==> src/rtl/l1_miss_tracker_pkg.sv <==
// l1_miss_tracker_pkg: shared cache-line, thread and miss-entry types
package l1_miss_tracker_pkg;
    localparam int L1_MISS_ENTRIES = 8;
    localparam int L1_THREADS = 4;
    localparam int CACHE_LINE_WIDTH = 26;
    typedef logic [CACHE_LINE_WIDTH-1:0] cache_line_addr_t;
    typedef logic [$clog2(L1_THREADS)-1:0] thread_idx_t;
    typedef logic [L1_THREADS-1:0] thread_bitmap_t;
    typedef logic [$clog2(L1_MISS_ENTRIES)-1:0] l1_miss_entry_idx_t;
endpackage

==> src/rtl/arbiter.sv <==
// arbiter: round-robin grant; priority moves past the winner on update_lru
module arbiter #(
    parameter int NUM_REQUESTERS = 4
) (
    input  logic                      clk,
    input  logic                      reset_n,
    input  logic [NUM_REQUESTERS-1:0] request,
    input  logic                      update_lru,
    output logic [NUM_REQUESTERS-1:0] grant_oh
);
    localparam int W = $clog2(NUM_REQUESTERS);
    logic [W-1:0] prio, idx, grant_idx;
    always_comb begin
        grant_oh = '0;
        grant_idx = prio;
        idx = '0;
        for (int k = 0; k < NUM_REQUESTERS; k++) begin
            idx = prio + W'(k);
            if (request[idx] && grant_oh == '0) begin
                grant_oh[idx] = 1'b1;
                grant_idx = idx;
            end
        end
    end
    always_ff @(posedge clk or negedge reset_n)
        if (!reset_n)
            prio <= '0;
        else if (update_lru && |grant_oh)
            prio <= grant_idx + 1'b1;
endmodule

==> src/rtl/l1_miss_tracker_entry.sv <==
// l1_miss_entry: one tracked miss line plus optional response watchdog (L1_MISS_TIMEOUT_EN)
module l1_miss_entry #(
    parameter int ADDR_WIDTH = 26,
    parameter int NUM_THREADS = 4
`ifdef L1_MISS_TIMEOUT_EN
    , parameter int TIMEOUT_CYCLES = 4096
`endif
) (
    input  logic                   clk,
    input  logic                   reset_n,
    input  logic                   alloc,
    input  logic                   merge,
    input  logic                   ack,
    input  logic                   retire,
    input  logic                   alloc_sync,
    input  logic [ADDR_WIDTH-1:0]  alloc_addr,
    input  logic [NUM_THREADS-1:0] thread_oh,
    output logic                   valid,
    output logic                   sent,
    output logic                   sync,
    output logic [ADDR_WIDTH-1:0]  addr,
    output logic [NUM_THREADS-1:0] waiting
`ifdef L1_MISS_TIMEOUT_EN
    , output logic                 timeout_hit
`endif
);
    always_ff @(posedge clk or negedge reset_n)
        if (!reset_n) begin
            valid <= 1'b0;
            sent <= 1'b0;
            sync <= 1'b0;
            addr <= '0;
            waiting <= '0;
        end else if (alloc) begin
            valid <= 1'b1;
            sent <= 1'b0;
            sync <= alloc_sync;
            addr <= alloc_addr;
            waiting <= thread_oh;
        end else begin
            if (retire) valid <= 1'b0;
            if (merge) waiting <= waiting | thread_oh;
            if (ack) sent <= 1'b1;
        end
`ifdef L1_MISS_TIMEOUT_EN
    localparam int CW = $clog2(TIMEOUT_CYCLES + 1);
    logic [CW-1:0] cnt;
    always_ff @(posedge clk or negedge reset_n)
        if (!reset_n)
            cnt <= '0;
        else if (ack)
            cnt <= '0;
        else if (valid && sent && cnt != CW'(TIMEOUT_CYCLES))
            cnt <= cnt + 1'b1;
    // Fires on the cycle before saturation so the registered pulse lands exactly at the limit
    assign timeout_hit = valid && sent && !retire && cnt == CW'(TIMEOUT_CYCLES - 1);
`endif
endmodule

==> src/rtl/oh_to_idx.sv <==
// oh_to_idx / idx_to_oh: one-hot and binary index conversion
module oh_to_idx #(
    parameter int NUM_SIGNALS = 4
) (
    input  logic [NUM_SIGNALS-1:0]         one_hot,
    output logic [$clog2(NUM_SIGNALS)-1:0] index
);
    always_comb begin
        index = '0;
        for (int k = 0; k < NUM_SIGNALS; k++)
            index = index | (one_hot[k] ? ($clog2(NUM_SIGNALS))'(k) : '0);
    end
endmodule

module idx_to_oh #(
    parameter int NUM_SIGNALS = 4
) (
    input  logic [$clog2(NUM_SIGNALS)-1:0] index,
    output logic [NUM_SIGNALS-1:0]         one_hot
);
    assign one_hot = NUM_SIGNALS'(1) << index;
endmodule

==> src/rtl/l1_miss_tracker.sv <==
// l1_miss_tracker: L1 miss queue with line merging, round-robin L2 issue and wake-up;
// L1_MISS_TIMEOUT_EN adds a per-entry response watchdog.
module l1_miss_tracker
    import l1_miss_tracker_pkg::*;
#(
    parameter int NUM_ENTRIES = L1_MISS_ENTRIES,
    parameter int NUM_THREADS = L1_THREADS,
    parameter int ADDR_WIDTH = CACHE_LINE_WIDTH,
    parameter int TIMEOUT_CYCLES = 4096
) (
    input  logic                             clk,
    input  logic                             reset_n,
    input  logic                             cache_miss,
    input  logic [ADDR_WIDTH-1:0]            cache_miss_addr,
    input  logic [$clog2(NUM_THREADS)-1:0]   cache_miss_thread_idx,
    input  logic                             cache_miss_synchronized,
    output logic                             full,
    output logic [$clog2(NUM_ENTRIES+1)-1:0] pending_count,
    output logic                             dequeue_ready,
    input  logic                             dequeue_ack,
    output logic [ADDR_WIDTH-1:0]            dequeue_addr,
    output logic [$clog2(NUM_ENTRIES)-1:0]   dequeue_idx,
    output logic                             dequeue_synchronized,
    input  logic                             l2_response_valid,
    input  logic [$clog2(NUM_ENTRIES)-1:0]   l2_response_idx,
    output logic [NUM_THREADS-1:0]           wake_bitmap,
    output logic                             timeout_error,
    output logic [$clog2(NUM_ENTRIES)-1:0]   timeout_idx
);
    localparam int PW = $clog2(NUM_ENTRIES + 1);
    logic [NUM_ENTRIES-1:0] valid, sent, sync, collide, free, alloc_oh, grant_oh, ack_oh, resp_oh, retire_oh;
    logic [ADDR_WIDTH-1:0] addr [NUM_ENTRIES];
    logic [NUM_THREADS-1:0] waiting [NUM_ENTRIES];
    logic [NUM_THREADS-1:0] thread_oh, waiting_any;
`ifdef L1_MISS_TIMEOUT_EN
    logic [NUM_ENTRIES-1:0] timeout_hit;
    logic [$clog2(NUM_ENTRIES)-1:0] hit_idx;
`endif

    idx_to_oh #(.NUM_SIGNALS(NUM_THREADS)) u_thread_oh (.index(cache_miss_thread_idx), .one_hot(thread_oh));
    idx_to_oh #(.NUM_SIGNALS(NUM_ENTRIES)) u_resp_oh (.index(l2_response_idx), .one_hot(resp_oh));
    arbiter #(.NUM_REQUESTERS(NUM_ENTRIES)) u_arbiter (
        .clk(clk), .reset_n(reset_n), .request(valid & ~sent), .update_lru(dequeue_ack), .grant_oh(grant_oh));
    oh_to_idx #(.NUM_SIGNALS(NUM_ENTRIES)) u_grant_idx (.one_hot(grant_oh), .index(dequeue_idx));

    assign retire_oh = l2_response_valid ? resp_oh : '0;
    assign ack_oh = dequeue_ack ? grant_oh : '0;
    // Free pool is current state only: a retiring entry is still valid here and not reusable yet
    assign free = ~valid;
    assign alloc_oh = (cache_miss && !(|collide)) ? free & (~free + 1'b1) : '0;

    for (genvar i = 0; i < NUM_ENTRIES; i++) begin : g_entry
        assign collide[i] = valid[i] && addr[i] == cache_miss_addr && !sync[i]
            && !cache_miss_synchronized && !retire_oh[i];
        l1_miss_entry #(
            .ADDR_WIDTH(ADDR_WIDTH), .NUM_THREADS(NUM_THREADS)
`ifdef L1_MISS_TIMEOUT_EN
            , .TIMEOUT_CYCLES(TIMEOUT_CYCLES)
`endif
        ) u_entry (
            .clk(clk), .reset_n(reset_n), .alloc(alloc_oh[i]), .merge(cache_miss && collide[i]),
            .ack(ack_oh[i]), .retire(retire_oh[i]), .alloc_sync(cache_miss_synchronized),
            .alloc_addr(cache_miss_addr), .thread_oh(thread_oh), .valid(valid[i]), .sent(sent[i]),
            .sync(sync[i]), .addr(addr[i]), .waiting(waiting[i])
`ifdef L1_MISS_TIMEOUT_EN
            , .timeout_hit(timeout_hit[i])
`endif
        );
    end

    assign full = &valid;
    assign dequeue_ready = |(valid & ~sent);
    assign dequeue_addr = addr[dequeue_idx];
    assign dequeue_synchronized = sync[dequeue_idx];
    assign wake_bitmap = l2_response_valid ? waiting[l2_response_idx] : '0;

    always_comb begin
        pending_count = '0;
        waiting_any = '0;
        for (int k = 0; k < NUM_ENTRIES; k++) begin
            pending_count = pending_count + PW'(valid[k]);
            waiting_any = waiting_any | ((valid[k] && !retire_oh[k]) ? waiting[k] : '0);
        end
    end

`ifdef L1_MISS_TIMEOUT_EN
    oh_to_idx #(.NUM_SIGNALS(NUM_ENTRIES)) u_hit_idx (.one_hot(timeout_hit & (~timeout_hit + 1'b1)), .index(hit_idx));
    always_ff @(posedge clk or negedge reset_n)
        if (!reset_n) begin
            timeout_error <= 1'b0;
            timeout_idx <= '0;
        end else begin
            timeout_error <= |timeout_hit;
            if (|timeout_hit) timeout_idx <= hit_idx;
        end
`else
    assign timeout_error = 1'b0;
    assign timeout_idx = '0;
`endif

    assert property (@(posedge clk) TIMEOUT_CYCLES >= 2);
    assert property (@(posedge clk) disable iff (!reset_n) !(cache_miss && !(|collide) && full));
    assert property (@(posedge clk) disable iff (!reset_n)
        l2_response_valid |-> valid[l2_response_idx] && sent[l2_response_idx]);
    assert property (@(posedge clk) disable iff (!reset_n) dequeue_ack |-> dequeue_ready);
    assert property (@(posedge clk) disable iff (!reset_n) cache_miss |-> !(|(waiting_any & thread_oh)));
endmodule
==> config.mk <==
export PLATFORM = sky130hd
export DESIGN_NAME = l1_miss_tracker
export DESIGN_NICKNAME = d
export VERILOG_FILES = /design/src/rtl/l1_miss_tracker_pkg.sv /design/src/rtl/arbiter.sv /design/src/rtl/l1_miss_tracker_entry.sv /design/src/rtl/oh_to_idx.sv /design/src/rtl/l1_miss_tracker.sv
export SDC_FILE = /design/constraint.sdc
export NUM_CORES = 1
export LEC_CHECK = 0
export CORE_MARGIN = 2
export CORE_UTILIZATION = 48
export CTS_CLUSTER_DIAMETER = 40
export DETAILED_ROUTE_END_ITERATION = 16
export GPL_ROUTABILITY_DRIVEN = 0
export PLACE_DENSITY = 0.66
export SETUP_SLACK_MARGIN = 0.02
export SLEW_MARGIN = 0
export SYNTH_ARGS = -nofsm -noshare
export SYNTH_HDL_FRONTEND = slang
export SYNTH_SLANG_ARGS = --single-unit
==> constraint.sdc <==
create_clock -name clk -period 13.3 [get_ports clk]
set_input_delay 2.66 -clock clk [delete_from_list [all_inputs] [get_ports clk]]
set_output_delay 2.66 -clock clk [all_outputs]
set_load 0.1 [all_outputs]
==> results of run 1 <==
==> worst max-delay path: cells and delay by family (launching register included) <==
family	cells	cell delay, ns
muxes	2	0.84
AOI/OAI and AO/OA	7	2.93
buffers and inverters	5	2.50
and+or+nand+nor	5	1.59
DFF	1	0.73
adders and majority gates	1	0.75
==> logic make-up (layout without fill, tap and decap cells) <==
group	after synthesis	in the layout	share of synthesized area (%)
AND/OR/NAND/NOR	338	338	10.9
multiplexers	333	333	22.3
flip-flops	267	267	38.6
AO/OA/AOI/OAI	232	232	11.3
XOR/XNOR	219	219	11.1
buffers and inverters	168	197	4.39
adder cells (fa/ha/maj)	15	15	1.26
other	1	4	0.0217
==> worst max path at each step <==
stage | startpoint | to | slack [ns]
detailed placement | u_arbiter.prio[1]$_DFFE_PN0P_ | dequeue_addr[14] | 1.62
finish | u_arbiter.prio[1]$_DFFE_PN0P_ | dequeue_addr[14] | 0.73
floorplan | u_arbiter.prio[0]$_DFFE_PN0P_ | dequeue_addr[16] | 2.28
global route | u_arbiter.prio[1]$_DFFE_PN0P_ | dequeue_addr[14] | 0.19
CTS | u_arbiter.prio[1]$_DFFE_PN0P_ | dequeue_addr[14] | 1.0
global placement | u_arbiter.prio[1]$_DFFE_PN0P_ | dequeue_addr[14] | 1.77
==> placed cells by master, fill, tap and decap left out, drive strengths merged, types with 5 or more instances in the layout <==
cell type,Yosys,layout
mux2i,72,72
o211a,6,6
dfrtp,267,267
a2111oi,29,29
and3,58,58
ha,11,11
nand4,39,39
nand2b,6,6
a221oi,32,32
o21ai,31,31
o21a,5,5
o221ai,7,7
nand2,51,51
o22ai,7,7
inv,27,33
xnor2,134,134
and2,9,9
nand3,21,21
mux2,244,244
buf,45,22
nor3,22,22
nor4,36,36
o211ai,6,6
xor2,85,85
clkbuf,95,50
clkinv,1,10
nor2b,20,20
or4,5,5
or3,6,6
o31ai,7,7
a22o,33,33
a21oi,27,27
clkdlybuf4s50,0,75
mux4,17,17
nor2,54,54
a31oi,9,9
==> layer usage <==
metal / vias to the layer above / GRT usage (%) / wire (µm)
met3: 137 / 5.88 / 4490
met4: 0 / 8.82 / 1760
met2: 648 / 45.0 / 25100
li1: 5799 / - / -
met5: - / 0 / 0
met1: 6795 / 41.0 / 23700
==> area by class of cell <==
class | count | area (µm²)
clock inverter | 22 | 294
timing repair buffer | 97 | 923
fill | 3061 | 15900
clock buffer | 50 | 1100
multi-input combinational | 1141 | 9900
sequential | 267 | 6680
inverter | 28 | 108
tap | 461 | 577
==> registers in the layout (all words and copies together) (netlist names) <==
| signal | cells |
|---|---|
| u_arbiter.prio | 3 |
| g_entry.u_entry.sync | 8 |
| g_entry.u_entry.sent | 8 |
| g_entry.u_entry.waiting | 32 |
| g_entry.u_entry.addr | 208 |
| g_entry.u_entry.valid | 8 |
==> through the flow <==
step                instances  hold slack [ns]  util, %  instance area, µm²  worst slack, ns
detailed placement       1994            0.490     51.3               18200             1.62
CTS                      2066            0.504     55.2               19600            0.996
finish                   2066            0.501     55.2               19600            0.728
global placement         1994            0.483     51.3               18200             1.77
floorplan                1576            0.463        -               17300             2.28
global route             2066            0.518     55.2               19600            0.189
==> summary.md, run 1 <==
| Metric | Value |
|---|---|
| Status | `complete, no violations` |
| Worst-case clock buffer depth | `3` |
| End of the worst hold path | `g_entry[1].u_entry.waiting[3]$_DFFE_PN0P_` |
| Die area | `between 30000 and 40000 µm²` |
| Vias in the first global route | `between 10000 and 15000` |
| Worst Min Path Start | `g_entry[1].u_entry.waiting[3]$_DFFE_PN0P_` |
| Measured slew at the worst slew-check pin | `roughly 1.2 ns` |
| Synth area leaders | `dfrtp_1 (39%), mux2_2 (14%), xnor2_1 (6.7%)` |
| Resized Gates After CTS | `0` |
| Slew HR | `21.5%` |
| #FFs+latches synth | `267` |
| Clock transition at path regs | `about 0.06 ns` |
| Crit share post-route | `between 90% and 100%` |
| Most used cell along the critical path | `a2111oi_0` |
| Core outline area | `between 30000 and 40000 µm²` |
| Clock skew | `0.0242 ns` |
| Number of synthesized flops with an enable pin | `0` |
| Unrepaired setup endpoints after global routing | `no` |
| Prevailing post-synth register cell | `dfrtp_1` |
| Final ANT Viol Nets | `0` |
| WP data required | `10.64 ns` |
| Layout cells sized above 1 | `between 20 and 25%` |
| First drt pass iteration count | `5` |
| Starting density of the core | `between 40% and 50%` |
| Final count of negative-setup-slack endpoints | `0` |
| Synth top cells by count | `dfrtp_1 (267), mux2_2 (222), xnor2_1 (133), clkbuf_1 (95), xor2_1 (85)` |
| Worst path cell trace | `inv_1 > ha_1 > inv_2 > mux4_2 > a221o_1 > nor3_1 > and2_1 > a41oi_2 > and3_1 > a2111oi_0 > nand3_1 > or3_1 > a211o_2 > o211a_4 > inv_4 > buf_4 > mux2_1 > a2111oi_0 > a221oi_1 > clkdlybuf4s50_1` |
| HP Class | `register to register` |
| Vias | `13400` |
| I/O pins | `between 80 and 90` |
| Port-buffer cells | `76` |
| Worst-Skew Late Latency | `~0.54 ns` |
| H-tree depth | `2` |
| R2R cell count | `17` |
| Die Y | `roughly 190 µm` |
| Synth cell types | `between 80 and 90` |
| CTS tree | `done` |
| Largest net degree at the start of global routing | `73` |
| Critical path arrival | `9.91 ns` |
| Crit start category | `register` |
| Post-DP HPWL | `around 38000 µm` |
| Cell area after synthesis | `between 15000 and 20000 µm²` |
| Fin. Hold Viols | `0` |
| Clk Tree Root Cell | `clkbuf_16` |
| Clock sinks | `around 270` |
| GRT overflow | `0` |
| Final wirelength | `between 50000 and 60000 µm` |
| Num rows | `69` |
| P&R area growth vs syn | `13.3%` |
| DR iter-0 viols | `1488` |
| TritonCTS Buffers | `39` |
| Hold buffer count at CTS | `0` |
| Max incr delay on CP | `1.03 ns` |
| Seq/Total Area, Yosys | `around 39%` |
| Top cell type's share of synthesized area | `between 30 and 40%` |
| Critical path capture point type | `output pin` |
| DIE WIDTH | `between 150 and 200 µm` |
| Postcts setup bufs | `0` |
| Post-DR wirelength/cell | `between 20 and 30 µm` |
| Leading area contributor after synthesis | `dfrtp_1` |
| Reg2reg setup slack | `a little over 6 ns` |
| Number of max-cap violations | `0` |
| Hold Path Depth | `1` |
| Pins Over Slew Limit | `0` |
| First-pass GRT wire length | `approximately 84000 µm` |
| DR vias/cell | `6.48` |
| Final min period | `approximately 13 ns` |
| DR DRC count | `0` |
| Asr flop ratio synth | `100%` |
| Count leader, synth | `dfrtp_1` |
| Fin Setup TNS | `0 ns` |
| R2r startpoint | `u_arbiter.prio[1]$_DFFE_PN0P_` |
| Ant. Diodes | `0` |
| Ys Warns | `0` |
| Initial antenna violation count | `1` |
| FMAX | `~80 MHz` |
| NumNets Final | `around 1600` |
| Syn Inst Count | `around 1600` |
| Syn_area_per_cell | `11.0 µm²` |
| R2r endpoint | `u_arbiter.prio[2]$_DFFE_PN0P_` |
| WS Path Type | `register to output pin` |
| Slowest cell on crit path | `clkdlybuf4s50_1` |
| GRT Total Usage | `between 20 and 30%` |
| Crit path max fanout | `42` |
Power of run 1 is left out: the tool's default activity adds up to more than one toggle a clock period on the data nets, which glitch-free logic cannot reach.
==> run 2: changes to the inputs <==
--- a/config.mk
+++ b/config.mk
@@ -9,7 +9,6 @@
 export CORE_UTILIZATION = 48
 export CTS_CLUSTER_DIAMETER = 40
 export DETAILED_ROUTE_END_ITERATION = 16
-export GPL_ROUTABILITY_DRIVEN = 0
 export PLACE_DENSITY = 0.66
 export SETUP_SLACK_MARGIN = 0.02
 export SLEW_MARGIN = 0
==> summary.md, run 2 (synthesis results as in run 1) <==
| Metric | Value |
|---|---|
| Post-DR wirelength/cell | `between 20 and 30 µm` |
| FMAX | `a little over 80 MHz` |
| First drt pass iteration count | `5` |
| Crit share post-route | `91.5%` |
| Worst-Skew Late Latency | `between 0.5 and 0.6 ns` |
| Unrepaired setup endpoints after global routing | `no` |
| Largest net degree at the start of global routing | `191` |
| Top Registers | `g_entry.u_entry.addr: 208 flops, g_entry.u_entry.waiting: 32 flops` |
| Status | `complete, no violations` |
| First-pass GRT wire length | `approximately 87000 µm` |
| GRT overflow | `0` |
| Largest register FFs | `between 200 and 250` |
| Final wirelength | `roughly 58000 µm` |
| Met2 wire length | `26700 µm` |
| Resized Gates After CTS | `0` |
| Clk Tree Root Cell | `clkbuf_16` |
| DR vias/cell | `about 6.5` |
| Vias in the first global route | `~13000` |
| Critical path arrival | `about 9.5 ns` |
| Most common library cell in the layout ignoring fill and taps | `dfrtp_1` |
| Slowest cell on crit path | `clkdlybuf4s50_1` |
| Highest metal used | `met4` |
| H-tree depth | `2` |
| Number of max-cap violations | `0` |
| DIE WIDTH | `~190 µm` |
| Num rows | `69` |
| DR DRC count | `0` |
| Post-DP HPWL | `40200 µm` |
| Postcts setup bufs | `0` |
| Vias | `about 13000` |
| WP data required | `10.64 ns` |
| TritonCTS Buffers | `43` |
| DR WL met3 | `3970 µm` |
| Measured slew at the worst slew-check pin | `1.27 ns` |
| Initial antenna violation count | `0` |
| Worst path cell trace | `inv_1 > ha_1 > inv_2 > mux4_2 > a221o_1 > nor3_1 > nand2_1 > o31a_1 > and3_1 > a211oi_2 > o211ai_2 > o31ai_1 > a211o_2 > o211a_4 > inv_4 > buf_4 > mux2_1 > a2111oi_0 > a221oi_1 > clkdlybuf4s50_1` |
| HP Class | `register to register` |
| Die area | `37600 µm²` |
| Crit path max fanout | `42` |
| Final ANT Viol Nets | `0` |
| Fin. Hold Viols | `0` |
| Most flops, register | `g_entry.u_entry.addr` |
| Max incr delay on CP | `1.00 ns` |
| Final Wtd Congestion | `roughly 1` |
| P&R area growth vs syn | `13.7%` |
| Pins Over Slew Limit | `0` |
| NumNets Final | `approximately 1600` |
| WS Path Type | `register to output pin` |
| Slew HR | `approximately 15%` |
| Fill count | `about 3100` |
| Critical path capture point type | `output pin` |
| Met1 WL | `24700 µm` |
| Worst-case clock buffer depth | `3` |
| GRT Total Usage | `between 30% and 40%` |
| Crit start category | `register` |
| Clock skew | `around 0.038 ns` |
| CTS tree | `done` |
| Starting density of the core | `48.7%` |
| Clock sinks | `around 270` |
| Final count of negative-setup-slack endpoints | `0` |
| Layout cells sized above 1 | `between 20% and 30%` |
| Commonest non-fill, non-tap cells in the layout | `dfrtp_1 (267), mux2_2 (222), xnor2_1 (133)` |
| Fin Setup TNS | `0 ns` |
| DR iter-0 viols | `about 1300` |
| I/O pins | `a little over 80` |
| Port-buffer cells | `76` |
| Clock transition at path regs | `~0.060 ns` |
| Final min period | `~12 ns` |
| Hold buffer count at CTS | `0` |
| Die Y | `about 190 µm` |
| Core outline area | `35500 µm²` |
==> run 2: changes by cell type in the layout (fill, tap and decap cells not counted) <==
| cell | delta |
|---|---|
| inv_6 | +6 |
| bufinv_16 | -2 |
| clkbuf_16 | +4 |
| clkdlybuf4s50_1 | -6 |
| diode_2 | +1 |
| buf_4 | +7 |
| clkbuf_8 | -3 |
| clkbuf_1 | +1 |
| buf_12 | +1 |
| clkinv_2 | +2 |
| clkinv_8 | -1 |
| clkinvlp_4 | +1 |
==> run 2: layout make-up <==
| type | instances | area (µm²) | share of cell area [%] |
|---|---|---|---|
| Tap cell | 461 | 577 | 2.93 |
| Antenna cell | 1 | 2.50 | 0.0127 |
| Clock inverter | 28 | 288 | 1.46 |
| Inverter | 28 | 108 | 0.547 |
| Timing Repair Buffer | 99 | 936 | 4.76 |
| Clock buffer | 52 | 1160 | 5.91 |
| Multi-Input combinational cell | 1141 | 9900 | 50.4 |
| Sequential cell | 267 | 6680 | 34.0 |
==> run 2: critical path, delay by kind of cell, from the launching register on <==
family / cells / cell delay, ns
buf+inv: 5 / 2.13
fa+ha+maj: 1 / 0.78
mux: 2 / 0.86
simple gates: 3 / 0.92
flops: 1 / 0.72
compound gates: 9 / 3.52
==> run 2: metal layers <==
metal,track usage (%),vias to the layer above
met5,0,-
met4,12.0,0
met3,4.99,134
met2,47.8,572
met1,41.6,6875
li1,-,5819
==> run 2: path summary, 6_finish.rpt <==
| kind | start | endpoint | slack, ns | depth (start not counted) |
|---|---|---|---|---|
| worst max-delay path | u_arbiter.prio[1]$_DFFE_PN0P_ | dequeue_addr[11] | 1.12 | 20 |
| worst min-delay path | g_entry[4].u_entry.waiting[0]$_DFFE_PN0P_ | g_entry[4].u_entry.waiting[0]$_DFFE_PN0P_ | 0.50 | 1 |
| worst max register to register | u_arbiter.prio[1]$_DFFE_PN0P_ | u_arbiter.prio[2]$_DFFE_PN0P_ | 5.73 | 18 |
| worst min register to register | g_entry[4].u_entry.waiting[0]$_DFFE_PN0P_ | g_entry[4].u_entry.waiting[0]$_DFFE_PN0P_ | 0.50 | 1 |
| max in group asynchronous | reset_n | g_entry[2].u_entry.addr[3]$_DFFE_PN0P_ | 9.59 | 2 |
| min in group asynchronous | reset_n | g_entry[0].u_entry.waiting[1]$_DFFE_PN0P_ | 2.11 | 1 |
==> run 2: metrics by stage <==
step | cell area, µm² | worst slack (ns) | utilization [%] | hold slack (ns) | instances
2_1_floorplan | 17300 | 2.28 | - | 0.463 | 1576
3_3_place_gp | 18200 | 2.01 | 51.3 | 0.483 | 1996
3_5_place_dp | 18200 | 1.86 | 51.3 | 0.489 | 1996
4_1_cts | 19700 | 1.25 | 55.4 | 0.505 | 2076
5_1_grt | 19700 | 0.569 | 55.4 | 0.520 | 2076
6_report | 19700 | 1.12 | 55.4 | 0.503 | 2077
Power of run 2 is left out for the same reason.
==> run 3: changes to the inputs <==
--- a/config.mk
+++ b/config.mk
@@ -9,6 +9,7 @@
 export CORE_UTILIZATION = 48
 export CTS_CLUSTER_DIAMETER = 40
 export DETAILED_ROUTE_END_ITERATION = 16
+export HOLD_SLACK_MARGIN = 0.03
 export PLACE_DENSITY = 0.66
 export SETUP_SLACK_MARGIN = 0.02
 export SLEW_MARGIN = 0
==> results of run 3 <==
Final layout, timing and power as in run 2 (identical DEF).
Power of run 3 is left out for the same reason.
